**src/rtl/bus_pad_ctrl.sv**
```systemverilog
// Pad-side bus controller: conditions active-low control pads and steers the shared data bus.
// Define BUS_PAD_CTRL_FILTER_EN to build the per-channel glitch filter; without it CIN_LVL follows the synchronizer.
//
// state   | meaning
// --------+-----------------------------------------------------------
// ST_RX   | bus released, DI_I tracks DI_PAD, waiting for WR_REQ
// ST_TX   | core drives the bus, DO_OE high, DO_PAD follows DO_O
// ST_TURN | dead cycles after TX; DO_OE low, WR_REQ ignored
module bus_pad_ctrl #(
   parameter int DATA_W      = 8,
   parameter int ADDR_W      = 16,
   parameter int NIN         = 4,
   parameter int SYNC_STAGES = 2,
   parameter int FILT_LEN    = 3,
   parameter int TURN_CYC    = 1
) (
   input  logic              CLK,
   input  logic              RESET,
   input  logic [NIN-1:0]    CIN_PAD,
   output logic [NIN-1:0]    CIN_LVL,
   output logic [NIN-1:0]    CIN_FALL,
   input  logic [DATA_W-1:0] DI_PAD,
   output logic [DATA_W-1:0] DI_I,
   input  logic [DATA_W-1:0] DO_O,
   input  logic              WR_REQ,
   output logic [DATA_W-1:0] DO_PAD,
   output logic              DO_OE,
   input  logic [ADDR_W-1:0] ADDR_O,
   output logic [ADDR_W-1:0] ADDR_PAD,
   output logic              BUS_BUSY
);

   typedef enum logic [1:0] {
      ST_RX   = 2'd0,
      ST_TX   = 2'd1,
      ST_TURN = 2'd2
   } state_e;

   // Synchronizer, stage-major; flops idle at 1 so released pads read as deasserted.
   logic [SYNC_STAGES-1:0][NIN-1:0] sync_q;
   logic [NIN-1:0]                  sync_lvl;

   always_ff @(posedge CLK or negedge RESET) begin
      if (!RESET) begin
         sync_q <= '1;
      end else begin
         sync_q <= {sync_q[SYNC_STAGES-2:0], CIN_PAD};
      end
   end

   assign sync_lvl = ~sync_q[SYNC_STAGES-1];

`ifdef BUS_PAD_CTRL_FILTER_EN
   localparam int CNT_W = 4;

   logic [NIN-1:0][CNT_W-1:0] cnt_q;
   logic [NIN-1:0][CNT_W-1:0] cnt_d;
   logic [NIN-1:0]            lvl_q;
   logic [NIN-1:0]            lvl_d;
   logic [NIN-1:0]            fall_q;
   logic [NIN-1:0]            fall_d;

   // A channel flips only after FILT_LEN consecutive disagreeing cycles.
   always_comb begin
      cnt_d  = cnt_q;
      lvl_d  = lvl_q;
      fall_d = '0;
      for (int i = 0; i < NIN; i++) begin
         if (sync_lvl[i] == lvl_q[i]) begin
            cnt_d[i] = '0;
         end else if (cnt_q[i] == CNT_W'(FILT_LEN - 1)) begin
            cnt_d[i]  = '0;
            lvl_d[i]  = sync_lvl[i];
            fall_d[i] = sync_lvl[i];
         end else begin
            cnt_d[i] = cnt_q[i] + 1'b1;
         end
      end
   end

   always_ff @(posedge CLK or negedge RESET) begin
      if (!RESET) begin
         cnt_q  <= '0;
         lvl_q  <= '0;
         fall_q <= '0;
      end else begin
         cnt_q  <= cnt_d;
         lvl_q  <= lvl_d;
         fall_q <= fall_d;
      end
   end

   assign CIN_LVL  = lvl_q;
   assign CIN_FALL = fall_q;
`else
   logic [NIN-1:0] lvl_prev_q;

   always_ff @(posedge CLK or negedge RESET) begin
      if (!RESET) begin
         lvl_prev_q <= '0;
      end else begin
         lvl_prev_q <= sync_lvl;
      end
   end

   assign CIN_LVL  = sync_lvl;
   assign CIN_FALL = sync_lvl & ~lvl_prev_q;
`endif

   state_e              state_q;
   state_e              state_d;
   logic [2:0]          turn_q;
   logic [2:0]          turn_d;
   logic                oe_q;
   logic                oe_d;
   logic [DATA_W-1:0]   do_pad_q;
   logic [DATA_W-1:0]   do_pad_d;
   logic [DATA_W-1:0]   di_q;
   logic [DATA_W-1:0]   di_d;
   logic [ADDR_W-1:0]   addr_q;

   // turn_q is a down-counter loaded on TX exit; terminal count 0 releases to RX.
   always_comb begin
      state_d = state_q;
      turn_d  = turn_q;
      case (state_q)
         ST_RX: begin
            if (WR_REQ) begin
               state_d = ST_TX;
            end
         end
         ST_TX: begin
            if (!WR_REQ) begin
               state_d = ST_TURN;
               turn_d  = 3'(TURN_CYC - 1);
            end
         end
         ST_TURN: begin
            if (turn_q == 3'd0) begin
               state_d = ST_RX;
            end else begin
               turn_d = turn_q - 3'd1;
            end
         end
         default: begin
            state_d = ST_RX;
         end
      endcase
   end

   // Enable and pad data load from the next state so DO_PAD is valid whenever DO_OE is.
   always_comb begin
      oe_d     = (state_d == ST_TX);
      do_pad_d = do_pad_q;
      di_d     = di_q;
      if (state_d == ST_TX) begin
         do_pad_d = DO_O;
      end
      if (state_q == ST_RX) begin
         di_d = DI_PAD;
      end
   end

   always_ff @(posedge CLK or negedge RESET) begin
      if (!RESET) begin
         state_q  <= ST_RX;
         turn_q   <= '0;
         oe_q     <= 1'b0;
         do_pad_q <= '0;
         di_q     <= '0;
         addr_q   <= '0;
      end else begin
         state_q  <= state_d;
         turn_q   <= turn_d;
         oe_q     <= oe_d;
         do_pad_q <= do_pad_d;
         di_q     <= di_d;
         addr_q   <= ADDR_O;
      end
   end

   assign DO_OE    = oe_q;
   assign DO_PAD   = do_pad_q;
   assign DI_I     = di_q;
   assign ADDR_PAD = addr_q;
   assign BUS_BUSY = (state_q != ST_RX);

endmodule

```
**config.mk**
```make
export PLATFORM = sky130hd
export DESIGN_NAME = bus_pad_ctrl
export DESIGN_NICKNAME = d
export VERILOG_FILES = /design/src/rtl/bus_pad_ctrl.sv
export SDC_FILE = /design/constraint.sdc
export NUM_CORES = 1
export LEC_CHECK = 0
export BUFFER_PORTS_ARGS = -buffer_cell sky130_fd_sc_hd__buf_2
export CORE_ASPECT_RATIO = 1.75
export CORE_MARGIN = 10
export CORE_UTILIZATION = 45
export DETAILED_ROUTE_END_ITERATION = 6
export GPL_TIMING_DRIVEN = 0
export HOLD_SLACK_MARGIN = 0.1
export PLACE_DENSITY = 0.81
export SYNTH_ARGS = -nofsm -noshare
export SYNTH_HDL_FRONTEND = slang
export SYNTH_SLANG_ARGS = --single-unit
```
**constraint.sdc**
```tcl
create_clock -name CLK -period 4.25 [get_ports CLK]
set_clock_uncertainty 0.1 [all_clocks]
set_input_delay 0.425 -clock CLK [delete_from_list [all_inputs] [get_ports CLK]]
set_output_delay 0.425 -clock CLK [all_outputs]
set_load 0.005 [all_outputs]
```
==> results_tabular.tex, run 1 <==
\begin{tabular}{lr}
\hline
Metric & Value \\
\hline
\multicolumn{2}{l}{\textbf{Run status}} \\
\quad Run status & finished clean \\
\multicolumn{2}{l}{\textbf{Clocking}} \\
\quad H-tree levels & 2 \\
\quad Clk Latency, worst-skew pair & 0.30 ns \\
\quad Cells resized by post-CTS repair & 0 \\
\quad Number of hold buffers added after CTS & 0 \\
\quad Total CTS buffers & 5 \\
\quad Number of sinks driven by the clock tree & 50 \\
\quad CTS tree & built \\
\quad Max Buffers Root-to-Sink & 2 \\
\quad Clock slew at reported path FFs & 0.09 ns \\
\quad Clock Root Buffer & sky130\_fd\_sc\_hd\_\_clkbuf\_8 \\
\quad Post-CTS Setup Repair Bufs & 0 \\
\multicolumn{2}{l}{\textbf{Yosys}} \\
\quad Proportion of synthesized chip area in sequential cells & 0.757 \\
\quad Post-synthesis cell count & 116 \\
\quad Proportion of netlist area held by the largest area contributor & 0.631 \\
\quad Number of different library cells in the post-synthesis netlist & 17 \\
\quad Post-synth top area cell & sky130\_fd\_sc\_hd\_\_dfrtp\_1 \\
\quad Net count after synthesis & 157 \\
\quad Post-Synthesis Mean Instance Area & 14.4 um2 \\
\quad Synthesized cell area & 0.00167 mm2 \\
\quad Count of state elements after synthesis & 50 \\
\quad Ys Warns & 0 \\
\quad Synth area leaders & sky130\_fd\_sc\_hd\_\_dfrtp\_1 (63\%), sky130\_fd\_sc\_hd\_\_dfstp\_2 (13\%), sky130\_fd\_sc\_hd\_\_mux2\_2 (5.4\%), sky130\_fd\_sc\_hd\_\_nand2\_1 (5.4\%), sky130\_fd\_sc\_hd\_\_a221oi\_2 (2.7\%) \\
\multicolumn{2}{l}{\textbf{Routing}} \\
\quad Detailed Route Iter0 Violations & 13 \\
\quad Pre-antenna DRT Iters & 3 \\
\quad Number of vias per cell & 4.39 \\
\quad Detail Route Antenna Nets & 0 \\
\quad Avg WL per Cell & 15.0 um \\
\quad Via count & 1,103 \\
\quad Drt total wl & 3770 um \\
\quad DRC violation count after routing & 0 \\
\multicolumn{2}{l}{\textbf{Die}} \\
\quad Die width & 66.0 um \\
\quad Die footprint & 0.00663 mm2 \\
\quad Die Span Y & 100 um \\
\quad Num ports & 81 \\
\quad Cell row count & 29 \\
\quad Core Box Area & 0.00359 mm2 \\
\quad Initial Util & 0.464 \\
\multicolumn{2}{l}{\textbf{Setup path}} \\
\quad R2r worst-path depth & 6 \\
\quad Critical Path Source Type & register \\
\quad Nature of the critical path endpoint & output pin \\
\quad Crit-path max FO & 9 \\
\quad Number of buffer and inverter stages on the critical path & 3 \\
\quad Critical-path top delay cell & sky130\_fd\_sc\_hd\_\_dfrtp\_1 \\
\quad Cell breakdown of the critical path & buf\_6 -> nor2\_4 -> inv\_1 -> buf\_2 \\
\quad Start-to-end type of the worst setup path & register to output pin \\
\quad Max stage delay on crit path & 0.38 ns \\
\quad Worst endpoint data arrival time & 1.25 ns \\
\quad CP Data Required Time & 3.72 ns \\
\quad Crit path max-delay family & flip-flops \\
\quad Cell depth of the worst setup path & 4 \\
\multicolumn{2}{l}{\textbf{STA}} \\
\quad Number of endpoints with negative hold slack in the final report & 0 \\
\quad Highest clock rate & 565 MHz \\
\quad Clock period minus worst slack & 1.77 ns \\
\quad Period Utilization, post-route & 0.417 \\
\quad Worst slew slack as a fraction of its limit & 0.300 \\
\quad Final setup viols & 0 \\
\quad Final TNS setup & 0 ns \\
\quad RSZ-0062 raised after global routing & false \\
\quad Hold Worst Slack & 0.115 ns \\
\quad Number of slew-limit violations in the final report & 0 \\
\quad Tightest Pin Transition & 1.05 ns \\
\multicolumn{2}{l}{\textbf{Final layout}} \\
\quad Number of antenna repair diodes & 0 \\
\quad Count of non-filler cells in the finished layout & 251 \\
\quad Most frequent standard cell in the layout excluding fill and tap cells & sky130\_fd\_sc\_hd\_\_buf\_2 \\
\quad Area growth from synthesis to final layout & 36.4\% \\
\quad Footprint of the multi-input gates & 348 um2 \\
\quad Number of fillers in the final layout & 302 \\
\quad FF/Latch Area & 0.00126 mm2 \\
\quad \# nets final & 245 \\
\quad Commonest cells after routing, fill and taps aside & sky130\_fd\_sc\_hd\_\_buf\_2 (80), sky130\_fd\_sc\_hd\_\_dfrtp\_1 (42), sky130\_fd\_sc\_hd\_\_nand2\_1 (24), sky130\_fd\_sc\_hd\_\_inv\_1 (9), sky130\_fd\_sc\_hd\_\_nor2\_1 (9) \\
\quad Share of cells above drive strength 1 & 0.551 \\
\multicolumn{2}{l}{\textbf{Pwr}} \\
\quad Power density over the cells & 553 mW/mm2 \\
\quad Standby leakage power & 1.20 nW \\
\quad Net switching share of the total power & 0.258 \\
\quad Power share of the clock group & 0.307 \\
\quad Reg power frac & 0.476 \\
\quad Switch Pwr & 0.324 mW \\
\quad Comb power frac & 0.217 \\
\quad Internal power component & 0.933 mW \\
\quad Worst supply voltage drop on vdd & 0.000410 V \\
\multicolumn{2}{l}{\textbf{Placement}} \\
\quad Placed cell count & 242 \\
\quad Buffers on Ports & 80 \\
\quad Final RePlAce weighted congestion & 0.716 \\
\quad Detailed-placement wirelength estimate & 3020 um \\
\multicolumn{2}{l}{\textbf{Global route}} \\
\quad Global-route wire length before repair & 5880 um \\
\quad Largest net degree at the start of global routing & 51 \\
\quad GRT Util Overall & 0.116 \\
\quad Vias in the first global route & 1,197 \\
\quad Antenna violations before repair & 0 \\
\quad Residual overflow from global routing & 0 \\
\multicolumn{2}{l}{\textbf{Run}} \\
\quad Number of max-cap violations & 0 \\
\multicolumn{2}{l}{\textbf{Min path}} \\
\quad Min-Delay Path Depth & 1 \\
\quad Worst hold-check path type & input pin to register \\
\hline
\end{tabular}
==> logic make-up after synthesis <==
kind of cell,synth area share
AO/OA/AOI/OAI,0.0406
adder cells (fa/ha/maj),0.0150
buffers and inverters,0.0338
flip-flops,0.757
multiplexers,0.0541
AND/OR/NAND/NOR,0.0992
==> per-stage QoR <==
stage / cell area [um2] / worst slack (ns) / power (mW) / utilization
after floorplan: 1670 / 2.79 / 0.757 / -
after global placement: 2120 / 2.71 / 0.870 / 0.591
after detailed placement: 2120 / 2.69 / 0.889 / 0.591
after CTS: 2260 / 2.46 / 1.28 / 0.629
after global routing: 2270 / 2.42 / 1.33 / 0.632
final: 2270 / 2.48 / 1.26 / 0.632
==> cell usage after synthesis <==
master / number
sky130_fd_sc_hd__ha_1: 2
sky130_fd_sc_hd__nor2b_4: 1
sky130_fd_sc_hd__nand2_1: 24
sky130_fd_sc_hd__o21ai_0: 3
sky130_fd_sc_hd__a221oi_2: 3
sky130_fd_sc_hd__nor2_1: 9
sky130_fd_sc_hd__nor2_4: 1
sky130_fd_sc_hd__inv_1: 9
sky130_fd_sc_hd__nand2b_1: 1
sky130_fd_sc_hd__buf_6: 1
sky130_fd_sc_hd__dfrtp_1: 42
sky130_fd_sc_hd__and2b_4: 1
sky130_fd_sc_hd__a21o_1: 1
sky130_fd_sc_hd__mux2_2: 8
sky130_fd_sc_hd__buf_4: 1
sky130_fd_sc_hd__dfstp_2: 8
sky130_fd_sc_hd__inv_2: 1
==> power groups by stage <==
| stage | Combinational [mW] | Sequential [mW] | Clock (mW) |
|---|---|---|---|
| 3_5_place_dp | 0.280 | 0.609 | 0 |
| 2_1_floorplan | 0.147 | 0.610 | 0 |
| 6_report | 0.273 | 0.598 | 0.385 |
| 3_3_place_gp | 0.268 | 0.602 | 0 |
| 5_1_grt | 0.309 | 0.609 | 0.415 |
| 4_1_cts | 0.281 | 0.599 | 0.398 |
==> layout make-up <==
class | instances | share of cell area
flip-flops and latches | 50 | 0.555
repair buffers | 81 | 0.181
multi-input cells | 54 | 0.153
clock buffers | 5 | 0.0303
clock inverters | 3 | 0.0303
well taps | 46 | 0.0253
inverters | 10 | 0.0165
plain buffers | 2 | 0.00826
==> path summary, 6_finish.rpt <==
kind	slack, ns	endpoint	start
max in group asynchronous	3.19	ADDR_PAD[9]	RESET
worst min register to register	0.26	sync_q[6]	sync_q[2]
worst max register to register	2.69	turn_q[2]	turn_q[0]
worst max-delay path	2.48	BUS_BUSY	state_q[0]
min in group asynchronous	0.22	ADDR_PAD[12]	RESET
worst min-delay path	0.12	sync_q[2]	CIN_PAD[2]
==> flip-flops by register name, indices dropped and copies added (netlist names) <==
signal	cells
DO_OE	1
state_q	2
lvl_prev_q	4
DO_PAD	8
turn_q	3
DI_I	8
ADDR_PAD	16
sync_q	8
==> worst register-to-register path, stage by stage, from the launching register on <==
cell and delay, ns:
sky130_fd_sc_hd__dfrtp_1 0.37, sky130_fd_sc_hd__inv_1 0.06, sky130_fd_sc_hd__ha_1 0.20, sky130_fd_sc_hd__ha_1 0.17, sky130_fd_sc_hd__and2b_4 0.27, sky130_fd_sc_hd__nor2b_4 0.19, sky130_fd_sc_hd__a221oi_2 0.08
==> per-layer routing <==
| metal | part of all wire | wire length (um) | GRT usage | vias to the layer above |
|---|---|---|---|---|
| met5 | 0 | 0 | 0 | - |
| met4 | 0.023 | 85 | 0.0502 | 0 |
| met3 | 0.099 | 373 | 0.0624 | 9 |
| met2 | 0.57 | 2140 | 0.209 | 39 |
| met1 | 0.31 | 1170 | 0.102 | 518 |
| li1 | - | - | - | 537 |
No activity file was read; power rests on OpenSTA's default activity.
==> run 2: changes to the inputs <==
--- a/config.mk
+++ b/config.mk
@@ -5,14 +5,15 @@
 export SDC_FILE = /design/constraint.sdc
 export NUM_CORES = 1
 export LEC_CHECK = 0
+export ABC_AREA = 1
 export BUFFER_PORTS_ARGS = -buffer_cell sky130_fd_sc_hd__buf_2
 export CORE_ASPECT_RATIO = 1.75
 export CORE_MARGIN = 10
-export CORE_UTILIZATION = 45
+export CORE_UTILIZATION = 40
 export DETAILED_ROUTE_END_ITERATION = 6
 export GPL_TIMING_DRIVEN = 0
 export HOLD_SLACK_MARGIN = 0.1
-export PLACE_DENSITY = 0.81
+export PLACE_DENSITY = 0.77
 export SYNTH_ARGS = -nofsm -noshare
 export SYNTH_HDL_FRONTEND = slang
 export SYNTH_SLANG_ARGS = --single-unit
==> constraint.sdc (replaced) <==
create_clock -name CLK -period 1.42 [get_ports CLK]
set_clock_uncertainty 0.1 [all_clocks]
set_input_delay 0.142 -clock CLK [delete_from_list [all_inputs] [get_ports CLK]]
set_output_delay 0.142 -clock CLK [all_outputs]
set_load 0.005 [all_outputs]
==> run 2 against run 1 <==
Compared with the run above: flip-flop and latch count unchanged; global-route usage up 1.9 points; sequential power rose to 2.6 times the previous value; clock-buffer cell count unchanged; via count up 25%; non-clock buffer count up 40; combinational power up 49%; die area up 8.2%; cell area up 17%; critical endpoint is now turn_q[0].
==> results_tabular.tex, run 2 <==
\begin{tabular}{lr}
\hline
Metric & Value \\
\hline
\multicolumn{2}{l}{\textbf{Pwr}} \\
\quad Standby leakage power & 1.42 nW (+18\%) \\
\quad Worst supply voltage drop on vdd & 0.00104 V (+150\%) \\
\quad Reg power frac & 0.528 (+0.052) \\
\quad Final Power & 3.00 mW (+140\%) \\
\quad Power share of the clock group & 0.337 (+0.030) \\
\quad Comb power frac & 0.135 (-0.082) \\
\quad Net switching share of the total power & 0.237 (-0.0205) \\
\quad Switch Pwr & 0.711 mW (+120\%) \\
\quad Power density over the cells & 1130 mW/mm2 (+100\%) \\
\quad Internal power component & 2.29 mW (+150\%) \\
\multicolumn{2}{l}{\textbf{Placement}} \\
\quad Final RePlAce weighted congestion & 0.770 (+7.5\%) \\
\quad Detailed-placement wirelength estimate & 3000 um (-0.72\%) \\
\quad Buffers on Ports & 80 (unchanged) \\
\quad Placed cell count & 262 (+8.3\%) \\
\quad Worst slack at placement & -0.000111 ns (-2.69 ns) \\
\quad Placed cell areas & 0.00210 mm2 (-0.88\%) \\
\multicolumn{2}{l}{\textbf{Run}} \\
\quad Number of max-cap violations & 0 (unchanged) \\
\multicolumn{2}{l}{\textbf{STA}} \\
\quad Worst slew slack as a fraction of its limit & 0.577 (+0.278) \\
\quad Tightest Pin Transition & 0.634 ns (-0.417 ns) \\
\quad RSZ-0062 raised after global routing & false \\
\quad Number of endpoints with negative hold slack in the final report & 0 (unchanged) \\
\quad Period Utilization, post-route & 0.957 \\
\quad Hold Worst Slack & 0.261 ns (+0.146 ns) \\
\quad Clock period minus worst slack & 1.36 ns \\
\quad Final critical-path setup slack & 0.0616 ns (-2.42 ns) \\
\quad Highest clock rate & 736 MHz \\
\quad Final setup viols & 0 (unchanged) \\
\quad Number of slew-limit violations in the final report & 0 (unchanged) \\
\multicolumn{2}{l}{\textbf{Final layout}} \\
\quad FF/Latch Area & 0.00126 mm2 (about the same) \\
\quad Commonest cells after routing, fill and taps aside & sky130\_fd\_sc\_hd\_\_buf\_2 (79), sky130\_fd\_sc\_hd\_\_nand2\_1 (52), sky130\_fd\_sc\_hd\_\_dfrtp\_1 (41), sky130\_fd\_sc\_hd\_\_dlygate4sd3\_1 (38), sky130\_fd\_sc\_hd\_\_inv\_1 (12) \\
\quad Design Area, Final & 0.00265 mm2 (+17\%) \\
\quad Area growth from synthesis to final layout & 61.0\% \\
\quad Footprint of the multi-input gates & 320 um2 (-7.9\%) \\
\quad Number of antenna repair diodes & 0 (unchanged) \\
\quad \# nets final & 305 (+24\%) \\
\quad Most frequent standard cell in the layout excluding fill and tap cells & sky130\_fd\_sc\_hd\_\_buf\_2 \\
\quad Number of fillers in the final layout & 295 (-2.3\%) \\
\quad Count of non-filler cells in the finished layout & 313 (+25\%) \\
\quad Share of cells above drive strength 1 & 0.415 (-0.136) \\
\quad Flip-flop count of the largest register after layout & 16 (unchanged) \\
\multicolumn{2}{l}{\textbf{Clocking}} \\
\quad Clock slew at reported path FFs & 0.09 ns (about the same) \\
\quad H-tree levels & 2 (unchanged) \\
\quad Total CTS buffers & 5 (unchanged) \\
\quad Max Buffers Root-to-Sink & 2 (unchanged) \\
\quad CTS tree & built \\
\quad Number of sinks driven by the clock tree & 50 (unchanged) \\
\quad Clk Latency, worst-skew pair & 0.30 ns (about the same) \\
\quad Clock Root Buffer & sky130\_fd\_sc\_hd\_\_clkbuf\_8 \\
\multicolumn{2}{l}{\textbf{Yosys}} \\
\quad Count of state elements after synthesis & 50 (unchanged) \\
\quad Ys Warns & 0 (unchanged) \\
\quad Number of enable-type register cells in the synthesized netlist & 0 (unchanged) \\
\quad Synth area leaders & sky130\_fd\_sc\_hd\_\_dfrtp\_1 (64\%), sky130\_fd\_sc\_hd\_\_dfstp\_2 (13\%), sky130\_fd\_sc\_hd\_\_nand2\_1 (12\%), sky130\_fd\_sc\_hd\_\_inv\_1 (3.0\%), sky130\_fd\_sc\_hd\_\_ha\_1 (1.5\%) \\
\quad Synthesized cell area & 0.00164 mm2 (-1.3\%) \\
\quad Proportion of synthesized chip area in sequential cells & 0.767 (+0.00980) \\
\quad Async set or reset register ratio after synthesis & 1.00 (unchanged) \\
\quad Post-synth top area cell & sky130\_fd\_sc\_hd\_\_dfrtp\_1 \\
\quad Post-Synthesis Mean Instance Area & 12.3 um2 (-15\%) \\
\quad Cell with the most instances after synthesis & sky130\_fd\_sc\_hd\_\_nand2\_1 \\
\quad Top flip-flop cell by instance count after synthesis & sky130\_fd\_sc\_hd\_\_dfrtp\_1 \\
\quad Number of different library cells in the post-synthesis netlist & 14 (-3) \\
\quad Net count after synthesis & 175 (+11\%) \\
\quad Post-synthesis cell count & 134 (+16\%) \\
\quad Most frequent cells after synthesis & sky130\_fd\_sc\_hd\_\_nand2\_1 (52), sky130\_fd\_sc\_hd\_\_dfrtp\_1 (42), sky130\_fd\_sc\_hd\_\_inv\_1 (13), sky130\_fd\_sc\_hd\_\_dfstp\_2 (8) \\
\quad Proportion of netlist area held by the largest area contributor & 0.639 (+0.00816) \\
\multicolumn{2}{l}{\textbf{Routing}} \\
\quad Detail Route Antenna Nets & 0 (unchanged) \\
\quad Drt total wl & 4550 um (+21\%) \\
\quad Detailed Route Iter0 Violations & 26 (+13) \\
\quad Via count & 1,374 (+25\%) \\
\quad Avg WL per Cell & 14.5 um (-3.2\%) \\
\quad DRC violation count after routing & 0 (unchanged) \\
\quad Number of vias per cell & 4.39 (-0.11\%) \\
\quad Pre-antenna DRT Iters & 4 (+1) \\
\multicolumn{2}{l}{\textbf{Global route}} \\
\quad Fraction of met2 tracks used by global routing & 0.231 (+0.0220) \\
\quad GRT Util Overall & 0.135 (+0.0188) \\
\quad Vias in the first global route & 1,501 (+25\%) \\
\quad GR Util met3 & 0.0439 (-0.0185) \\
\quad Antenna violations before repair & 0 (unchanged) \\
\quad Residual overflow from global routing & 0 (unchanged) \\
\quad Largest net degree at the start of global routing & 51 (unchanged) \\
\quad Global-route wire length before repair & 7360 um (+25\%) \\
\quad Most used routing layer & met2 \\
\quad Met1 track demand over resource in global routing & 0.136 (+0.0344) \\
\multicolumn{2}{l}{\textbf{Die}} \\
\quad Initial Util & 0.417 (-0.0465) \\
\quad Die Span Y & 105 um (+4.3\%) \\
\quad Cell row count & 30 (+3.4\%) \\
\quad Num ports & 81 (unchanged) \\
\quad Die footprint & 0.00718 mm2 (+8.2\%) \\
\quad Die width & 68.5 um (+3.8\%) \\
\quad Core Box Area & 0.00394 mm2 (+9.7\%) \\
\multicolumn{2}{l}{\textbf{Setup path}} \\
\quad Max stage delay on crit path & 0.36 ns (-0.02 ns) \\
\quad CP Data Required Time & 1.51 ns (-2.21 ns) \\
\quad Worst endpoint data arrival time & 1.45 ns (+0.20 ns) \\
\quad Critical Path Source Type & register \\
\quad Crit-path max FO & 4 (-5) \\
\quad Start-to-end type of the worst setup path & register to register \\
\quad Nature of the critical path endpoint & register \\
\quad Critical-path top delay cell & sky130\_fd\_sc\_hd\_\_dfrtp\_1 \\
\quad Cell repeated most along the worst path & sky130\_fd\_sc\_hd\_\_ha\_1 \\
\quad Cell breakdown of the critical path & inv\_1 -> ha\_1 -> ha\_1 -> inv\_2 -> nand3\_2 -> nand3\_1 -> nand2\_1 \\
\multicolumn{2}{l}{\textbf{Min path}} \\
\quad Worst hold-check path type & register to register \\
\multicolumn{2}{l}{\textbf{Run status}} \\
\quad Run status & finished clean \\
\hline
\end{tabular}
-- run 2: cell count changes in the layout (fill, tap and decap cells not counted), sizes merged, moves of 2 or more --
cell         previous run  this run
o21ai                   3         0
a221oi                  3         0
inv                    10        18
nand4                   0         3
nor2                   10         5
buf                    82        84
nand2                  24        53
dlygate4sd3             1        38
nand3                   0         5
mux2                    8         0
-- run 2: layout make-up --
| type | count | area share |
|---|---|---|
| inverters | 16 | 0.0255 |
| multi-input cells | 68 | 0.121 |
| flip-flops and latches | 50 | 0.477 |
| clock inverters | 3 | 0.0180 |
| clock buffers | 5 | 0.0260 |
| repair buffers | 123 | 0.310 |
| well taps | 48 | 0.0227 |
-- run 2: logic make-up (layout without fill, tap and decap cells) --
kind of cell,count (synthesis),after routing,share of synthesized area
buffers and inverters,16,147,0.0411
and+or+nand+nor,66,66,0.177
DFF,50,50,0.767
adders and majority gates,2,2,0.0152
-- run 2: path summary, 6_finish.rpt --
path / startpoint / to / slack [ns] / depth (start not counted)
max in group asynchronous: RESET / state_q[1] / 0.43 / 2
worst max-delay path: turn_q[0] / turn_q[0] / 0.06 / 7
worst min register to register: sync_q[0] / sync_q[4] / 0.26 / 0
worst max register to register: turn_q[0] / turn_q[0] / 0.06 / 7
min in group asynchronous: RESET / turn_q[1] / 0.34 / 2
worst min-delay path: sync_q[0] / sync_q[4] / 0.26 / 0
-- run 2: per-stage QoR --
stage                      util   TNS [ns]
after global routing      0.672          0
after CTS                 0.663          0
after global placement    0.534          0
after floorplan               -          0
after detailed placement  0.534  -0.000111
final                     0.672          0
-- run 2: worst max-delay path: cells and delay by family, from the launching register on --
kind / cells / cell delay, ns
adders and majority gates: 2 / 0.42
buffers and inverters: 2 / 0.14
DFF: 1 / 0.36
and+or+nand+nor: 3 / 0.25
-- run 2: power by group through the flow --
stage	clock network, mW	registers (mW)	logic, mW
CTS	1.04	1.58	0.401
detailed placement	0	1.61	0.316
floorplan	0	1.62	0.0949
global placement	0	1.60	0.307
global route	1.10	1.60	0.457
finish	1.01	1.58	0.406
-- run 2: what timing repair did --
| action | in CTS | in global routing |
|---|---|---|
| setup endpoints to repair | 4 | 46 |
| hold buffers | 38 | 0 |
| endpoints found under the hold margin | 80 | 0 |
| pin swaps | 1 | 0 |
| gates resized for setup | 1 | 3 |
| buffers inserted | 1 | 4 |
-- run 2: per-layer routing --
layer | vias to the layer above | routed length, um
li1 | 663 | -
met1 | 646 | 1500
met2 | 56 | 2490
met3 | 9 | 428
met4 | 0 | 127
met5 | - | 0
